### src/rtl/maze_map_loader.sv
// rtl/maze_map_loader.sv - streams map rows from a 1-cycle-latency ROM into a row file and answers cell queries.
// Optional checksum accumulator is built only when MAP_CHECKSUM_EN is defined.
module maze_map_loader #(
    parameter int ROWS    = 8,
    parameter int COLS    = 8,
    parameter int ADDR_W  = 3,
    parameter int COORD_W = 3
) (
    input  logic               clk,
    input  logic               rst_n,
    input  logic               load,
    output logic               rom_en,
    output logic [ADDR_W-1:0]  rom_addr,
    input  logic [COLS-1:0]    rom_data,
    output logic               map_valid,
    input  logic               q_valid,
    output logic               q_ready,
    input  logic [COORD_W-1:0] q_x,
    input  logic [ADDR_W-1:0]  q_y,
    output logic               r_valid,
    output logic               r_open,
    output logic [COLS-1:0]    checksum
);

    typedef enum logic [1:0] {
        IDLE  = 2'd0,
        FETCH = 2'd1,
        DRAIN = 2'd2,
        READY = 2'd3
    } state_t;

    localparam logic [ADDR_W-1:0] LAST_ADDR = ADDR_W'(ROWS - 1);

    state_t             state;
    state_t             state_next;
    logic               en_d;
    logic [ADDR_W-1:0]  addr_d;
    logic [COLS-1:0]    rows [ROWS];
    logic [COLS-1:0]    sel_row;
    logic               cell_open;
    logic               accept;
    logic               fetch_start;

    always_ff @(posedge clk or negedge rst_n) begin
        if (!rst_n) begin
            state <= IDLE;
        end else begin
            state <= state_next;
        end
    end

    always_comb begin
        state_next = state;
        case (state)
            IDLE:    if (load) state_next = FETCH;
            FETCH:   if (rom_addr == LAST_ADDR) state_next = DRAIN;
            DRAIN:   if (en_d && addr_d == LAST_ADDR) state_next = READY;
            READY:   if (load) state_next = FETCH;
            default: state_next = IDLE;
        endcase
    end

    assign rom_en      = (state == FETCH);
    assign map_valid   = (state == READY);
    assign q_ready     = (state == READY);
    assign accept      = q_valid && q_ready;
    assign fetch_start = (state_next == FETCH) && (state != FETCH);

    // The address counter wraps to zero on the last row so the next fetch starts at 0.
    always_ff @(posedge clk or negedge rst_n) begin
        if (!rst_n) begin
            rom_addr <= '0;
        end else if (state == FETCH) begin
            rom_addr <= (rom_addr == LAST_ADDR) ? '0 : rom_addr + 1'b1;
        end
    end

    // Delayed enable/address line up with the ROM's registered data.
    always_ff @(posedge clk or negedge rst_n) begin
        if (!rst_n) begin
            en_d   <= 1'b0;
            addr_d <= '0;
        end else begin
            en_d   <= rom_en;
            addr_d <= rom_addr;
        end
    end

    always_ff @(posedge clk or negedge rst_n) begin
        if (!rst_n) begin
            for (int i = 0; i < ROWS; i++) begin
                rows[i] <= '0;
            end
        end else if (en_d) begin
            for (int i = 0; i < ROWS; i++) begin
                if (addr_d == i[ADDR_W-1:0]) begin
                    rows[i] <= rom_data;
                end
            end
        end
    end

    // Out-of-range coordinates match no entry and therefore read as closed.
    always_comb begin
        sel_row   = '0;
        cell_open = 1'b0;
        for (int i = 0; i < ROWS; i++) begin
            if (q_y == i[ADDR_W-1:0]) begin
                sel_row = rows[i];
            end
        end
        for (int j = 0; j < COLS; j++) begin
            if (q_x == j[COORD_W-1:0]) begin
                cell_open = sel_row[COLS-1-j];
            end
        end
    end

    always_ff @(posedge clk or negedge rst_n) begin
        if (!rst_n) begin
            r_valid <= 1'b0;
            r_open  <= 1'b0;
        end else begin
            r_valid <= accept;
            if (accept) begin
                r_open <= cell_open;
            end
        end
    end

`ifdef MAP_CHECKSUM_EN
    logic [COLS-1:0] checksum_q;

    always_ff @(posedge clk or negedge rst_n) begin
        if (!rst_n) begin
            checksum_q <= '0;
        end else if (fetch_start) begin
            checksum_q <= '0;
        end else if (en_d) begin
            checksum_q <= checksum_q ^ rom_data;
        end
    end

    assign checksum = checksum_q;
`else
    logic unused_fetch_start;

    assign unused_fetch_start = fetch_start;
    assign checksum           = '0;
`endif

endmodule

### config.mk
export PLATFORM = sky130hd
export DESIGN_NAME = maze_map_loader
export DESIGN_NICKNAME = d
export VERILOG_FILES = /design/src/rtl/maze_map_loader.sv
export SDC_FILE = /design/constraint.sdc
export NUM_CORES = 1
export LEC_CHECK = 0
export ABC_AREA = 0
export BUFFER_PORTS_ARGS = -buffer_cell sky130_fd_sc_hd__buf_2
export CORE_AREA = 2 2 83 85
export DETAILED_ROUTE_END_ITERATION = 7
export DIE_AREA = 0 0 85 87
export HOLD_SLACK_MARGIN = 0.12
export PLACE_DENSITY_LB_ADDON = 0.05
export REMOVE_ABC_BUFFERS = 1
export SYNTH_ARGS = -nofsm -noshare
export SYNTH_HDL_FRONTEND = slang
export SYNTH_SLANG_ARGS = --single-unit
export TNS_END_PERCENT = 5
### constraint.sdc
create_clock -name clk -period 2.08 [get_ports clk]
set_input_delay 0.312 -clock clk [delete_from_list [all_inputs] [get_ports clk]]
set_output_delay 0.312 -clock clk [all_outputs]
set_load 0.01 [all_outputs]
# Word level (Yosys, flattened, before mapping)
# Index checks and enable logic that the tools add are counted.
# totals
regBits	75
out_inout_bits	16
# op_classes
n_addsub	1
eq_ne	28
n_mux	21
n_reduce_logical	16
# ops
op	n
$mux 8	8
$eq 3x3->1 const B	13
$eq 3x2->1 const B	6
$reduce_and 2->1	8
$eq 3x1->1 const B	3
$logic_not 3->1	3
$mux 1	8
$mux 2	3
$pmux 2 s3	1
$eq 2x2->1 const B	2
$ne 2x1->1 const B	2
$add 3x1->3 const B	1
$mux 3	1
$reduce_and 3->1	1
$eq 2x1->1 const B	1
$logic_and 1x1->1	2
$logic_not 2->1	1
$ne 2x2->1 const B	1
$reduce_or 2->1	1

# Logic depth before layout (Yosys ltp)
# depth
depth_word	17
ltp_mapped	9

# Worst setup path after synthesis
# OpenSTA, ideal clock, no wires.
# synth_timing
path_type	flip-flop to flip-flop
from	reg addr_d[1]
to	reg rows[56] (netlist bit)
setup_ns	0.125
t_arrival_ns	1.482
t_required_ns	1.955
setup_slack_ns	0.474
path_stages_with_launch	5
path_buffers	1
path_cell_list	dfrtp_1 -> clkbuf_1 -> nand2b_1 -> nor3_2 -> mux2_2
# synth_via
elab_chain_cells	2
# synth_lines
element	line	source
start, declared	37	logic [ADDR_W-1:0] addr_d;
start signal, assigned	85	addr_d <= rom_addr;
$logic_not 3->1	96	if (addr_d == i[ADDR_W-1:0]) begin
$reduce_and 2->1 (no line)	--	
end signal, assigned by index	97	rows[i] <= rom_data;
end, declared	38	logic [COLS-1:0] rows [ROWS];
# No other way between the ends.
# A chain may end at the register's enable or synchronous reset.

# Worst setup path after layout
# layout_timing
from	reg addr_d[1]
to	reg rows[25] (netlist bit)
# layout_via
elab_chain_cells	2
# layout_lines
element	line
$eq 3x3->1	96
$reduce_and 2->1 (no line)	--
# No other way between the ends.

==> summary.md <==
| Metric | Value |
|---|---|
| Core Box Area | `6570 µm²` |
| 1st-iter DRT viols | `about 220` |
| Worst r2r path cells | `4` |
| Worst-path clk slew | `~0.080 ns` |
| FF-to-FF End | `rows[25]` |
| Die X | `about 85 µm` |
| Root Buffer | `clkbuf_8` |
| Fillers | `about 530` |
| # DRC | `0` |
| Finished layout cell area | `4130 µm²` |
| Max VDD drop | `about 360 µV` |
| Starting Density | `0.568` |
| FF+latch count, synth | `75` |
| Register share of total power | `0.543` |
| Comb pwr share | `0.078` |
| Resized Gates After CTS | `0` |
| Period utilization | `0.815` |
| Asr flop ratio synth | `1.00` |
| Post-route setup TNS | `0 ns` |
| Area Overhead vs Synth | `10.6%` |
| Post-CTS setup buffer count | `0` |
| Distinct cells, synth | `46` |
| Sequential-to-total area share from yosys stat | `0.503` |
| Mapped cell area | `approximately 3700 µm²` |
| Post-Route WL | `roughly 7.5 mm` |
| Initial antenna violation count | `0` |
| Ports | `34` |
| Footprint of the multi-input gates | `about 1700 µm²` |
| Critical-path cell list | `nand2b_1, nor3b_4, buf_12, mux2_2` |
| TritonCTS clock tree | `yes` |
| Worst Skew | `between 0.009 and 0.01 ns` |
| CP Depth | `4` |
| Worst path buffer plus inverter count | `1` |
| CP Class | `reg -> reg` |
| H-tree depth | `3` |
| Placed cells | `slightly below 400` |
| Achievable Freq | `around 590 MHz` |
| WHS | `just under 0.3 ns` |
| Max_slew headroom | `0.617` |
| Status | `finished clean` |
| Setup WS post-layout | `just under 0.4 ns` |
| Clock Latency Late Sink | `about 0.34 ns` |
| HPWL after detailed placement | `approximately 5.1 mm` |
| CP required | `roughly 2.3 ns` |
| Setup crit start kind | `flip-flop` |
| Flop2flop setup slack | `between 0.3 and 0.4 ns` |
| P_leak | `1.95 nW` |
| Global-route wire length before repair | `approximately 13 mm` |
| Post-route ant nets | `0` |
| Drt pass-1 iters | `4` |
| RSZ-0062 raised after global routing | `false` |
| Cells on Worst Hold Path | `3` |
| RR Startpoint | `addr_d[1]` |
| Worst Hold Class | `in -> reg` |
| FF+latch area | `approximately 1900 µm²` |
| Clock buffer depth | `2` |
| Tmin final | `1.69 ns` |
| Total global routing overflow | `0` |
| Most common cell after layout, fill and taps aside | `dfrtp_1` |
| CP endpoint kind | `flip-flop` |
| Tot GR Track Use | `0.223` |
| Post-Route Utilization | `0.628` |
| Slowest-stage cell, CP | `dfrtp_1` |
| Internal power | `roughly 2.1 mW` |
| PortBufs | `25` |
| Vias in the first global route | `~2400` |
| HP Start | `rom_data[5]` |
| Sw frac | `0.234` |
| Post-DP Area | `a little under 4000 µm²` |
| Power, Total | `2.77 mW` |
| Mean area per synthesized cell | `about 13 µm²` |
| Clock share of power | `0.379` |
| Die Y | `87 µm` |
| Nets | `around 340` |
| Total die area | `~7400 µm²` |
| Post-route insts no fill | `402` |
| Num CTS Buffers | `9` |
| Fin. max-slew vios | `0` |
| EDFF count, synth | `0` |
| Pwr dens | `approximately 670 nW/µm²` |
| Routability cong. | `approximately 0.9` |
| Ys Warns | `0` |
| Average wire per standard cell | `roughly 19 µm` |
| Post-DR vias/cell | `5.75` |
| WP data arrival | `1.91 ns` |
| Synth Flop Type | `dfrtp_1` |
| Critical path fanouts, max | `6` |
| Commonest cells after routing, fill and taps aside | `75 x dfrtp_1, 67 x mux2_2, 24 x buf_2` |
| Pre-CTS WS | `approximately 0.14 ns` |
| Finish-stage setup viols | `0` |
| Worst slew pin tran | `0.574 ns` |
| Fraction of layout cells with a size suffix above 1 | `0.391` |
| Net switching power figure | `~0.65 mW` |
| Antenna cells | `0` |
| Delay-heaviest family, CP | `simple AND/OR/NAND/NOR gates` |
| Final Hold Fails | `0` |
| Syn Inst Count | `about 290` |
| Max Cap Violations | `0` |
| Row count | `30` |
| Via Count | `~2300` |
| CP max stage delay | `about 0.43 ns` |
| Hold endpoint | `rows[29]` |
| Largest net degree at the start of global routing | `between 40 and 50` |
| TritonCTS Sinks | `75` |
==> metal layers <==
layer | vias to the layer above | part of all wire | GRT usage
met5 | - | 0 | 0
met4 | 0 | 0.015 | 0.0779
met3 | 10 | 0.031 | 0.0351
met2 | 48 | 0.46 | 0.341
met1 | 1163 | 0.50 | 0.324
li1 | 1092 | - | -
==> worst register-to-register path: stages, from the launching register on <==
cell and delay [ns]:
dfrtp_1 0.43, nand2b_1 0.27, nor3b_4 0.36, buf_12 0.18, mux2_2 0.34
==> Yosys cell counts (2+ instances only) <==
cell type   n  share of area
nand2b_1    5         0.0084
nor4_1      2         0.0034
nand3b_1    3         0.0060
nor3_1      5         0.0067
nand4b_1    3         0.0070
mux2i_1    11          0.030
a211oi_1    2         0.0040
nand2_1     6         0.0060
nand4_1     2         0.0034
nor3b_4     2          0.010
nor2b_1     3         0.0050
a31oi_1     3         0.0050
buf_2       4         0.0054
mux4_1      2          0.014
a21oi_1     8          0.011
nand3_1     3         0.0040
clkbuf_1    3         0.0030
dfrtp_1    75           0.50
mux4_2      4          0.024
buf_4      14          0.028
o21ai_0     6         0.0080
mux2_2     67           0.20
nor2_1     13          0.013
and2_1      2         0.0034
o221ai_1    4         0.0094
ha_1        6          0.020
inv_1       8         0.0080
nor3_2      2         0.0054
==> state kept, by name (all words and copies together) (netlist names) <==
signal    count
addr_d        3
r_open        1
rows         64
r_valid       1
rom_addr      3
en_d          1
state         2
==> repair_timing <==
action	in CTS	in global routing
hold buffers	1	0
setup endpoints to repair	0	0
hold endpoints to repair	29	0
==> power groups by stage <==
stage	clock network [mW]	logic (mW)	registers (mW)
2_1_floorplan	0	0.101	1.53
3_3_place_gp	0	0.214	1.53
3_5_place_dp	0	0.218	1.53
4_1_cts	1.07	0.219	1.50
5_1_grt	1.13	0.241	1.51
6_report	1.05	0.216	1.51
==> final cells by class <==
cell class,count,share of cell area
flip-flops and latches,75,0.455
multi-input cells,186,0.407
repair buffers,38,0.0643
clock buffers,12,0.0327
well taps,80,0.0242
clock inverters,3,0.00970
inverters,8,0.00727
==> cells by family after synthesis <==
family,Yosys count,synth area share
flip-flops,75,0.503
other,1,0.00100
multiplexers,84,0.270
buffers and inverters,32,0.0540
AO/OA/AOI/OAI,35,0.0650
AND/OR/NAND/NOR,53,0.0872
adder cells (fa/ha/maj),6,0.0201
==> worst max path at each step <==
| stage | startpoint | endpoint | slack (ns) |
|---|---|---|---|
| 2_1_floorplan | addr_d[1] | rows[56] | 0.54 |
| 3_3_place_gp | q_y[0] | r_open | 0.18 |
| 3_5_place_dp | q_y[0] | r_open | 0.14 |
| 4_1_cts | addr_d[1] | rows[25] | 0.37 |
| 5_1_grt | q_y[1] | r_open | 0.24 |
| 6_report | addr_d[1] | rows[25] | 0.39 |
No activity file was read; power rests on OpenSTA's default activity.
